## src/rtl/hazard_pkg.sv

```systemverilog
// Shared definitions for the hazard/stall controller: the FSM state
// encoding and the register-number and wait-counter widths.
package hazard_pkg;

  localparam int REG_W  = 4;
  localparam int WAIT_W = 8;

  typedef enum logic [1:0] {
    RUN      = 2'd0,
    MEM_WAIT = 2'd1,
    TIMEOUT  = 2'd2
  } state_t;

endpackage

```

## src/rtl/hazard_detector.sv

```systemverilog
// Combinational data-hazard detector.
// With forwarding, only a load sitting in EXE can still cause a hazard
// (load-use). Without forwarding, any pending write-back in EXE or MEM
// that a source operand in ID is waiting on is a hazard.
module hazard_detector
  import hazard_pkg::*;
(
  input  logic [REG_W-1:0] id_src1,
  input  logic [REG_W-1:0] id_src2,
  input  logic             id_two_src,
  input  logic [REG_W-1:0] exe_dest,
  input  logic             exe_wb_en,
  input  logic             exe_mem_r_en,
  input  logic [REG_W-1:0] mem_dest,
  input  logic             mem_wb_en,
  input  logic             forward_en,
  output logic             hazard
);

  logic exe_qual;
  logic mem_qual;
  logic exe_match;
  logic mem_match;

  // Qualify each destination, then compare it against the live ID sources
  always_comb begin
    exe_qual  = 1'b0;
    mem_qual  = 1'b0;
    exe_match = 1'b0;
    mem_match = 1'b0;
    hazard    = 1'b0;

    if (forward_en) begin
      exe_qual = exe_wb_en & exe_mem_r_en;
      mem_qual = 1'b0;
    end else begin
      exe_qual = exe_wb_en;
      mem_qual = mem_wb_en;
    end

    exe_match = (id_src1 == exe_dest) || (id_two_src && (id_src2 == exe_dest));
    mem_match = (id_src1 == mem_dest) || (id_two_src && (id_src2 == mem_dest));

    hazard = (exe_qual && exe_match) || (mem_qual && mem_match);
  end

endmodule

```

## src/rtl/hazard_stall_controller.sv

```systemverilog
// Pipeline hazard and stall controller.
// Combines data hazards, taken branches and SRAM wait states into the
// freeze/bubble/flush controls, watches for a stuck SRAM access (sticky
// timeout) and counts the cycles the PC was held.
module hazard_stall_controller
  import hazard_pkg::*;
#(
  parameter int TIMEOUT_CYCLES = 255,
  parameter int CNT_W          = 16
) (
  input  logic             clk,
  input  logic             rst,
  input  logic [REG_W-1:0] ID_src1,
  input  logic [REG_W-1:0] ID_src2,
  input  logic             ID_two_src,
  input  logic [REG_W-1:0] EXE_DEST,
  input  logic             EXE_WB_EN,
  input  logic             EXE_MEM_R_EN,
  input  logic [REG_W-1:0] MEM_DEST,
  input  logic             MEM_WB_EN,
  input  logic             forward_en,
  input  logic             branch_taken,
  input  logic             mem_req,
  input  logic             sram_ready,
  output logic             freeze_pc,
  output logic             freeze_if_id,
  output logic             bubble_id_ex,
  output logic             flush,
  output logic             freeze_pipe,
  output logic             mem_timeout,
  output logic [CNT_W-1:0] stall_count
);

  localparam logic [WAIT_W-1:0] WAIT_LIMIT = WAIT_W'(TIMEOUT_CYCLES);

  state_t            state;
  state_t            next_state;
  logic [WAIT_W-1:0] wait_cnt;
  logic [WAIT_W-1:0] next_wait_cnt;
  logic              hazard;
  logic              mem_stall;
  logic              count_en;

  hazard_detector u_detector (
    .id_src1      (ID_src1),
    .id_src2      (ID_src2),
    .id_two_src   (ID_two_src),
    .exe_dest     (EXE_DEST),
    .exe_wb_en    (EXE_WB_EN),
    .exe_mem_r_en (EXE_MEM_R_EN),
    .mem_dest     (MEM_DEST),
    .mem_wb_en    (MEM_WB_EN),
    .forward_en   (forward_en),
    .hazard       (hazard)
  );

  assign mem_stall = mem_req & ~sram_ready;

  // State and wait-counter register
  always_ff @(posedge clk) begin
    if (rst) begin
      state    <= RUN;
      wait_cnt <= '0;
    end else begin
      state    <= next_state;
      wait_cnt <= next_wait_cnt;
    end
  end

  // Next-state logic and priority decode of the pipeline controls
  always_comb begin
    next_state    = state;
    next_wait_cnt = wait_cnt;
    freeze_pc     = 1'b0;
    freeze_if_id  = 1'b0;
    bubble_id_ex  = 1'b0;
    flush         = 1'b0;
    freeze_pipe   = 1'b0;

    case (state)
      RUN: begin
        if (mem_stall) begin
          next_state    = MEM_WAIT;
          next_wait_cnt = WAIT_W'(1);
        end
      end
      MEM_WAIT: begin
        if (sram_ready || !mem_req) begin
          next_state    = RUN;
          next_wait_cnt = '0;
        end else if (wait_cnt == WAIT_LIMIT) begin
          next_state = TIMEOUT;
        end else begin
          next_wait_cnt = wait_cnt + WAIT_W'(1);
        end
      end
      TIMEOUT: begin
        next_state = TIMEOUT;
      end
      default: begin
        next_state    = RUN;
        next_wait_cnt = '0;
      end
    endcase

    if (state == TIMEOUT) begin
      freeze_pc    = 1'b1;
      freeze_if_id = 1'b1;
      freeze_pipe  = 1'b1;
    end else if (mem_stall) begin
      freeze_pc    = 1'b1;
      freeze_if_id = 1'b1;
      freeze_pipe  = 1'b1;
    end else if (branch_taken) begin
      flush        = 1'b1;
      bubble_id_ex = 1'b1;
    end else if (hazard) begin
      freeze_pc    = 1'b1;
      freeze_if_id = 1'b1;
      bubble_id_ex = 1'b1;
    end
  end

  assign count_en = freeze_pc && (state != TIMEOUT);

  // Saturating count of cycles the PC was held outside of a timeout
  always_ff @(posedge clk) begin
    if (rst) begin
      stall_count <= '0;
    end else if (count_en && (stall_count != {CNT_W{1'b1}})) begin
      stall_count <= stall_count + CNT_W'(1);
    end
  end

  // Sticky timeout flag, cleared only by reset
  always_ff @(posedge clk) begin
    if (rst) begin
      mem_timeout <= 1'b0;
    end else if (next_state == TIMEOUT) begin
      mem_timeout <= 1'b1;
    end
  end

endmodule
```

## config.mk

```make
export PLATFORM = sky130hd
export DESIGN_NAME = hazard_stall_controller
export DESIGN_NICKNAME = d
export VERILOG_FILES = /design/src/rtl/hazard_pkg.sv /design/src/rtl/hazard_detector.sv /design/src/rtl/hazard_stall_controller.sv
export SDC_FILE = /design/constraint.sdc
export NUM_CORES = 1
export LEC_CHECK = 0
export ABC_AREA = 1
export BUFFER_PORTS_ARGS = -buffer_cell sky130_fd_sc_hd__buf_2
export CAP_MARGIN = 15
export CELL_PAD_IN_SITES_DETAIL_PLACEMENT = 0
export CELL_PAD_IN_SITES_GLOBAL_PLACEMENT = 1
export CORE_MARGIN = 4
export CORE_UTILIZATION = 25
export CTS_BUF_LIST = sky130_fd_sc_hd__clkbuf_2 sky130_fd_sc_hd__clkbuf_4 sky130_fd_sc_hd__clkbuf_8
export DETAILED_ROUTE_END_ITERATION = 6
export PLACE_DENSITY = 0.65
export SETUP_SLACK_MARGIN = 0.05
export SLEW_MARGIN = 25
export SYNTH_ARGS = -nofsm -noshare
export SYNTH_HDL_FRONTEND = slang
export SYNTH_SLANG_ARGS = --single-unit
```

## constraint.sdc

```tcl
create_clock -name clk -period 2.1 [get_ports clk]
set_input_delay 0.105 -clock clk [delete_from_list [all_inputs] [get_ports clk]]
set_output_delay 0.105 -clock clk [all_outputs]
set_load 0.03 [all_outputs]
```

==> flow_summary.toml, run 1 <==
[sta]
slew_violations = 0
finalClockSkew_ns = 0.00868
relSlewSlack_pct = 62.4
setup_violations = 0
fmax_mhz = 564
hold_violations = 0
finalCritPeriodShare_pct = 84.5
grt_setup_unrepaired = "no"
layout_min_cycle_time_ns = 1.77
fin_tns_setup_ns = 0
tightest_slew_ns = 0.561
hold_slack_ns = 0.0477

[cells_and_area]
drive_gt1_share_pct = 18.5
fillers = 833
fin_nets = 401
diodes = 0
syn2layout_area_growth_pct = 18.7

[outcome]
status = "completed"

[power_and_ir_drop]
leakage_nw = 1.12
powerDensity_nw_per_um2 = 455
peakVddDrop_mv = 0.201

[clock_network]
cts_buffers = 3
cts_resized = 0
post_cts_buffers = 0
path_clk_slew_ns = 0.09
cts_root_buffer = "clkbuf_8"
ctsHoldBuffers = 0
clock_latency_ns = 0.28
cts_tree = "yes"
htreeDepth = 1
cts_sinks = 27
cts_buffer_depth = 2

[grt]
antenna_found_initial = 0
grt-ovfl-total = 0
grt_pass1_wl_mm = 8.21
grt_usage_pct = 11.0
grt_pass1_vias = 1831
grt_max_degree = 32

[route]
routed-via-count = 2008
drt_pass1_iterations = 4
first_iter_violations = 86
routed_wl_mm = 4.75
final_antenna_net_count = 0
post-route-drc-count = 0
wl_per_cell_um = 10.1
viasPerCell = 4.26

[critical_path]
r2r_start = "wait_cnt[0]"
path_buf_inv = 1
arrival_ns = 1.98
worstPathMaxFanout = 7
crit_path_cell_trace = "ha_1, nand4_1, nor2_1, nand2_1, nor2_1, nand2_1, nand2_2, inv_2, nand2_1, o21ai_0, a21oi_1"
worst-setup-path-type = "reg -> reg"
cp-start-kind = "flip-flop"
r2r_setup_slack_ns = 0.33
critPathTopFamily = "simple AND/OR/NAND/NOR gates"
worstSetupPathDepth = 11
worstSetupEndpointType = "flip-flop"
rr_endpoint = "wait_cnt[2]"
crit_path_max_incr_delay_ns = 0.36
crit_end = "wait_cnt[2]"
critPathLaunch = "wait_cnt[0]"
rr_worst_depth = 11
cpMaxStageDelayCell = "dfxtp_1"
crit_required_ns = 2.30
path_common_cell = "nand2_1"

[floorplanning]
core_area_um2 = 7410
die_h_um = 96.0
initial_core_util_pct = 26.2
die_width_um = 96.0
num_rows = 31
die_area_um2 = 9220
io_pins = 48

[logic_synthesis]
synth_commonest_cells = "88 x nand2_1, 65 x inv_1, 42 x nor2_1"
synth-async-reset-ratio_pct = 0
ys_types = 32
ys_warn_count = 0
syn_inst = 328
syn_area_per_cell_um2 = 5.91
synth_area_leaders = "dfxtp_1 28%, nand2_1 17%, inv_1 13%, nor2_1 8.1%, nand4_1 5.8%"
synth_most_common_cell = "nand2_1"
synth_edf_count = 0
ys_ff_latch = 27
ys_seq_area_share_pct = 27.9
syn_nets = 356
synth-main-ff-cell = "dfxtp_1"
syn_area_um2 = 1940
synth.largest_area_cell = "dfxtp_1"
yosysTopAreaCellShare_pct = 27.9

[placement]
gp_congestion = 0.779
place.port_buffers = 47
dp_hpwl_mm = 3.73

[flow_run]
maxCapViolCount = 0

[worst_hold_path]
hp-start = "rst"
hold_class = "in -> reg"
-- placed cells by master (no fill, tap or decap) --
| cell | n |
|---|---|
| nor2_2 | 4 |
| nand3_4 | 1 |
| clkbuf_4 | 1 |
| nand2_4 | 1 |
| a22oi_1 | 1 |
| nor2_1 | 42 |
| nor2_4 | 1 |
| a21oi_1 | 11 |
| a21boi_0 | 1 |
| nand2_2 | 3 |
| inv_1 | 65 |
| a21o_1 | 1 |
| nor3_1 | 5 |
| ha_1 | 2 |
| o21ai_0 | 9 |
| clkinv_1 | 2 |
| o211ai_1 | 1 |
| dfxtp_1 | 27 |
| nand2_1 | 88 |
| nand4_1 | 18 |
| xnor2_1 | 2 |
| buf_2 | 47 |
| a31oi_1 | 1 |
| inv_2 | 3 |
| buf_4 | 1 |
| a21oi_2 | 1 |
| or3_1 | 1 |
| nand3_2 | 1 |
| nor3_2 | 2 |
| nand3_1 | 21 |
| xor2_1 | 5 |
| clkbuf_8 | 3 |
-- kinds of logic after synthesis --
| family | Yosys count | synth area share (%) |
|---|---|---|
| compound gates | 26 | 7.49 |
| xor+xnor | 7 | 3.16 |
| fa+ha+maj | 2 | 1.29 |
| buf+inv | 78 | 16.3 |
| flops | 27 | 27.9 |
| simple gates | 188 | 43.9 |
-- per-layer routing --
metal / global-route usage, % / vias up / wire [um]
met1: 13.5 / 884 / 2190
met4: 1.42 / 0 / 24
li1: - / 1098 / -
met2: 19.8 / 24 / 2380
met3: 2.42 / 2 / 158
met5: 0 / - / 0
-- how the worst min path moves through the flow --
stage / endpoint / depth (start not counted)
floorplan: wait_cnt[7] / 1
global placement: wait_cnt[7] / 2
detailed placement: wait_cnt[7] / 2
CTS: wait_cnt[7] / 2
global route: wait_cnt[7] / 2
finish: wait_cnt[7] / 2
-- flip-flops by register name, indices dropped and copies added, names as in the netlist --
signal / flops
wait_cnt: 8
mem_timeout: 1
stall_count: 16
state: 2
-- power breakdown --
group / switching, mW / internal [mW]
Sequential: 0.00903 / 0.521
Combinational: 0.126 / 0.0691
Clock: 0.172 / 0.149
-- layout make-up --
class / instances / area (um2) / share of cell area (%)
Inverter: 70 / 263 / 11.4
Timing Repair Buffer: 48 / 243 / 10.5
Sequential cell: 27 / 541 / 23.5
Tap cell: 99 / 124 / 5.38
Multi-Input combinational cell: 223 / 1080 / 47.0
Clock buffer: 4 / 48.8 / 2.12
-- worst reg2reg max path, delay by kind of cell, from the launching register on --
kind / cells / cell delay [ns]
simple gates: 7 / 0.84
flops: 1 / 0.36
fa+ha+maj: 1 / 0.22
compound gates: 2 / 0.20
buf+inv: 1 / 0.09
-- per-stage QoR --
step	instances	cell area [um2]	utilization (%)	setup WS (ns)	total power, mW
CTS	471	2300	31.1	0.290	1.07
global route	471	2300	31.1	0.0839	1.12
detailed placement	467	2250	30.4	0.300	0.740
floorplan	328	1940	-	0.285	0.680
global placement	467	2250	30.4	0.345	0.741
finish	471	2300	31.1	0.326	1.05
Power figures use the tool's default switching activity.
==> inputs of run 2 (changes only) <==
- ABC_AREA: 1 -> 0
- PLACE_DENSITY: 0.65 -> 0.62
- clock period: 2.1 -> 1.75 ns (I/O delays scaled with it)
==> run 2 against run 1 <==
Compared with the run above: combinational power up 11%; wire length fell by 14%; non-clock buffer count is 28 higher; largest power group unchanged; worst setup slack worse by 0.25 ns.
==> flow_summary.toml, run 2 <==
[outcome]
status = "completed"

[placement]
dp_hpwl_mm = 3.17
pre_cts_slack_ns = -0.152
place.port_buffers = 47
place_inst = 328
gp_congestion = 0.755

[critical_path]
rr_endpoint = "stall_count[8]"
cp-start-kind = "flip-flop"
rr_worst_depth = 7
worstSetupEndpointType = "flip-flop"
crit_required_ns = 1.92
worst-setup-path-type = "reg -> reg"
arrival_ns = 1.85
r2r_setup_slack_ns = 0.08
worstPathMaxFanout = 7
r2r_start = "stall_count[12]"

[sta]
fin_tns_setup_ns = 0
slew_violations = 0
tightest_slew_ns = 0.510
hold_violations = 0
finalCritPeriodShare_pct = 95.6
finalClockSkew_ns = 0.00634
layout_setup_ws_ns = 0.0769
relSlewSlack_pct = 66.0
layout_min_cycle_time_ns = 1.67
fmax_mhz = 598
grt_setup_unrepaired = "yes"
setup_violations = 0

[power_and_ir_drop]
peakVddDrop_mv = 0.368
p_switching_mw = 0.343
power.internal_mw = 0.872
power_mw = 1.22
p_comb_share_pct = 17.9
p_clk_share_pct = 31.3
powerDensity_nw_per_um2 = 525
sw_frac_of_total_pct = 28.3
seqPwrFrac_pct = 50.8
leakage_nw = 1.01

[logic_synthesis]
ys_seq_area_share_pct = 32.8
syn_nets = 215
synth_area_leaders = "dfxtp_1 33%, xnor2_1 10%, nor2_1 5.5%, nand4_1 3.4%, a21oi_1 2.7%"
ys_ff_latch = 27
synth_most_common_cell = "dfxtp_1"
synth-main-ff-cell = "dfxtp_1"
syn_inst = 187
syn_area_per_cell_um2 = 8.82
synth_edf_count = 0
ys_warn_count = 0
ys_types = 47
syn_area_um2 = 1650
synth.largest_area_cell = "dfxtp_1"
synth-async-reset-ratio_pct = 0
synth_commonest_cells = "27 x dfxtp_1, 24 x nor2_1, 19 x xnor2_1"
yosysTopAreaCellShare_pct = 32.8

[cells_and_area]
drive_gt1_share_pct = 44.4
reg_top3 = "stall_count (16), wait_cnt (8), state (2)"
largest-register = "stall_count"
final_common_cell = "buf_2"
syn2layout_area_growth_pct = 40.4
final_cell_mix = "47 x buf_2, 28 x buf_4, 24 x nor2_1"
fillers = 680
diodes = 0
fin_cells = 338
largest_reg_flops = 16
fin_nets = 290

[floorplanning]
io_pins = 48
die_width_um = 89.2
num_rows = 29
die_area_um2 = 7960
core_area_um2 = 6390
die_h_um = 89.2
initial_core_util_pct = 25.8

[worst_hold_path]
hp-start = "rst"
min_to = "stall_count[4]"
hold_class = "in -> reg"
hold_depth = 2

[grt]
grt_usage_pct = 11.0
grt_pass1_wl_mm = 6.91
grt_pass1_vias = 1543
antenna_found_initial = 0
grt-ovfl-total = 0
grt_max_degree = 30

[route]
wl_per_cell_um = 12.1
final_antenna_net_count = 0
viasPerCell = 4.54
first_iter_violations = 71
post-route-drc-count = 0
routed_wl_mm = 4.11
routed-via-count = 1533
drt_pass1_iterations = 4

[clock_network]
cts_tree = "yes"
ctsHoldBuffers = 0
clock_latency_ns = 0.28
path_clk_slew_ns = 0.11
cts_root_buffer = "clkbuf_8"
cts_buffers = 3
cts_buffer_depth = 2
htreeDepth = 1
cts_sinks = 27

[flow_run]
maxCapViolCount = 0
-- run 2: changes by cell type in the layout (fill, tap and decap cells not counted), moves of 5 or more --
| cell | change |
|---|---|
| inv_1 | -58 |
| dfxtp_1 | -10 |
| dfxtp_4 | +9 |
| nor2b_1 | +5 |
| nor2_1 | -18 |
| buf_4 | +27 |
| nand4_1 | -9 |
| nand3_1 | -12 |
| nand2_1 | -79 |
| xnor2_1 | +17 |
| o21ai_0 | -6 |
-- run 2: what timing repair did --
action / CTS / global route
endpoints found under the hold margin: 0 / 0
buffers inserted: 4 / 2
endpoints found under the setup margin: 9 / 14
pin swaps: 6 / 5
gates resized for setup: 3 / 8
-- run 2: critical path, cell delays in order (launching register included) --
cell	delay [ns]
dfxtp_4	0.36
and4_4	0.22
and2_4	0.16
nand2_4	0.07
o21ai_4	0.23
a21oi_4	0.09
nand4_1	0.11
mux2_2	0.34
-- run 2: power by group through the flow --
stage | logic [mW] | clock network (mW) | registers (mW)
4_1_cts | 0.217 | 0.407 | 0.618
3_5_place_dp | 0.213 | 0 | 0.632
5_1_grt | 0.238 | 0.427 | 0.620
6_report | 0.218 | 0.380 | 0.618
2_1_floorplan | 0.129 | 0 | 0.641
3_3_place_gp | 0.214 | 0 | 0.632
-- run 2: area by class of cell --
type	count	area (um2)	share of cell area (%)
well taps	77	96.3	4.16
inverters	7	26.3	1.14
repair buffers	76	457	19.7
flip-flops and latches	27	576	24.9
clock buffers	3	41.3	1.78
clock inverters	1	6.26	0.270
multi-input cells	147	1110	48.1
-- run 2: metrics by stage --
stage	area (um2)	utilization, %	hold WS [ns]
2_1_floorplan	1730	-	0.297
3_3_place_gp	2180	34.1	0.438
3_5_place_dp	2180	34.1	0.445
4_1_cts	2270	35.5	0.245
5_1_grt	2310	36.2	0.278
6_report	2310	36.2	0.251
-- run 2: worst max path at each step --
stage                            to            start  slack [ns]  cells after the start
finish               stall_count[8]  stall_count[12]        0.08                      7
global route         stall_count[7]  stall_count[12]       -0.01                      7
CTS                 stall_count[15]   stall_count[4]        0.06                      7
detailed placement   stall_count[9]       ID_src2[3]       -0.15                      8
global placement    stall_count[15]       ID_src2[3]       -0.11                      8
floorplan            stall_count[7]  stall_count[11]       -0.04                      8
-- run 2: kinds of logic after synthesis --
logic type | synth area share, %
and+or+nand+nor | 25.4
AOI/OAI and AO/OA | 18.7
DFF | 32.8
xor gates and xnor gates | 12.7
buffers and inverters | 4.78
muxes | 4.02
adders and majority gates | 1.52
-- run 2: metal layers --
metal / part of all wire (%) / vias to the layer above / GRT usage (%)
li1: - / 812 / -
met1: 44 / 701 / 13.0
met2: 51 / 18 / 20.0
met3: 3.5 / 2 / 2.30
met4: 0.76 / 0 / 2.98
met5: 0 / - / 0
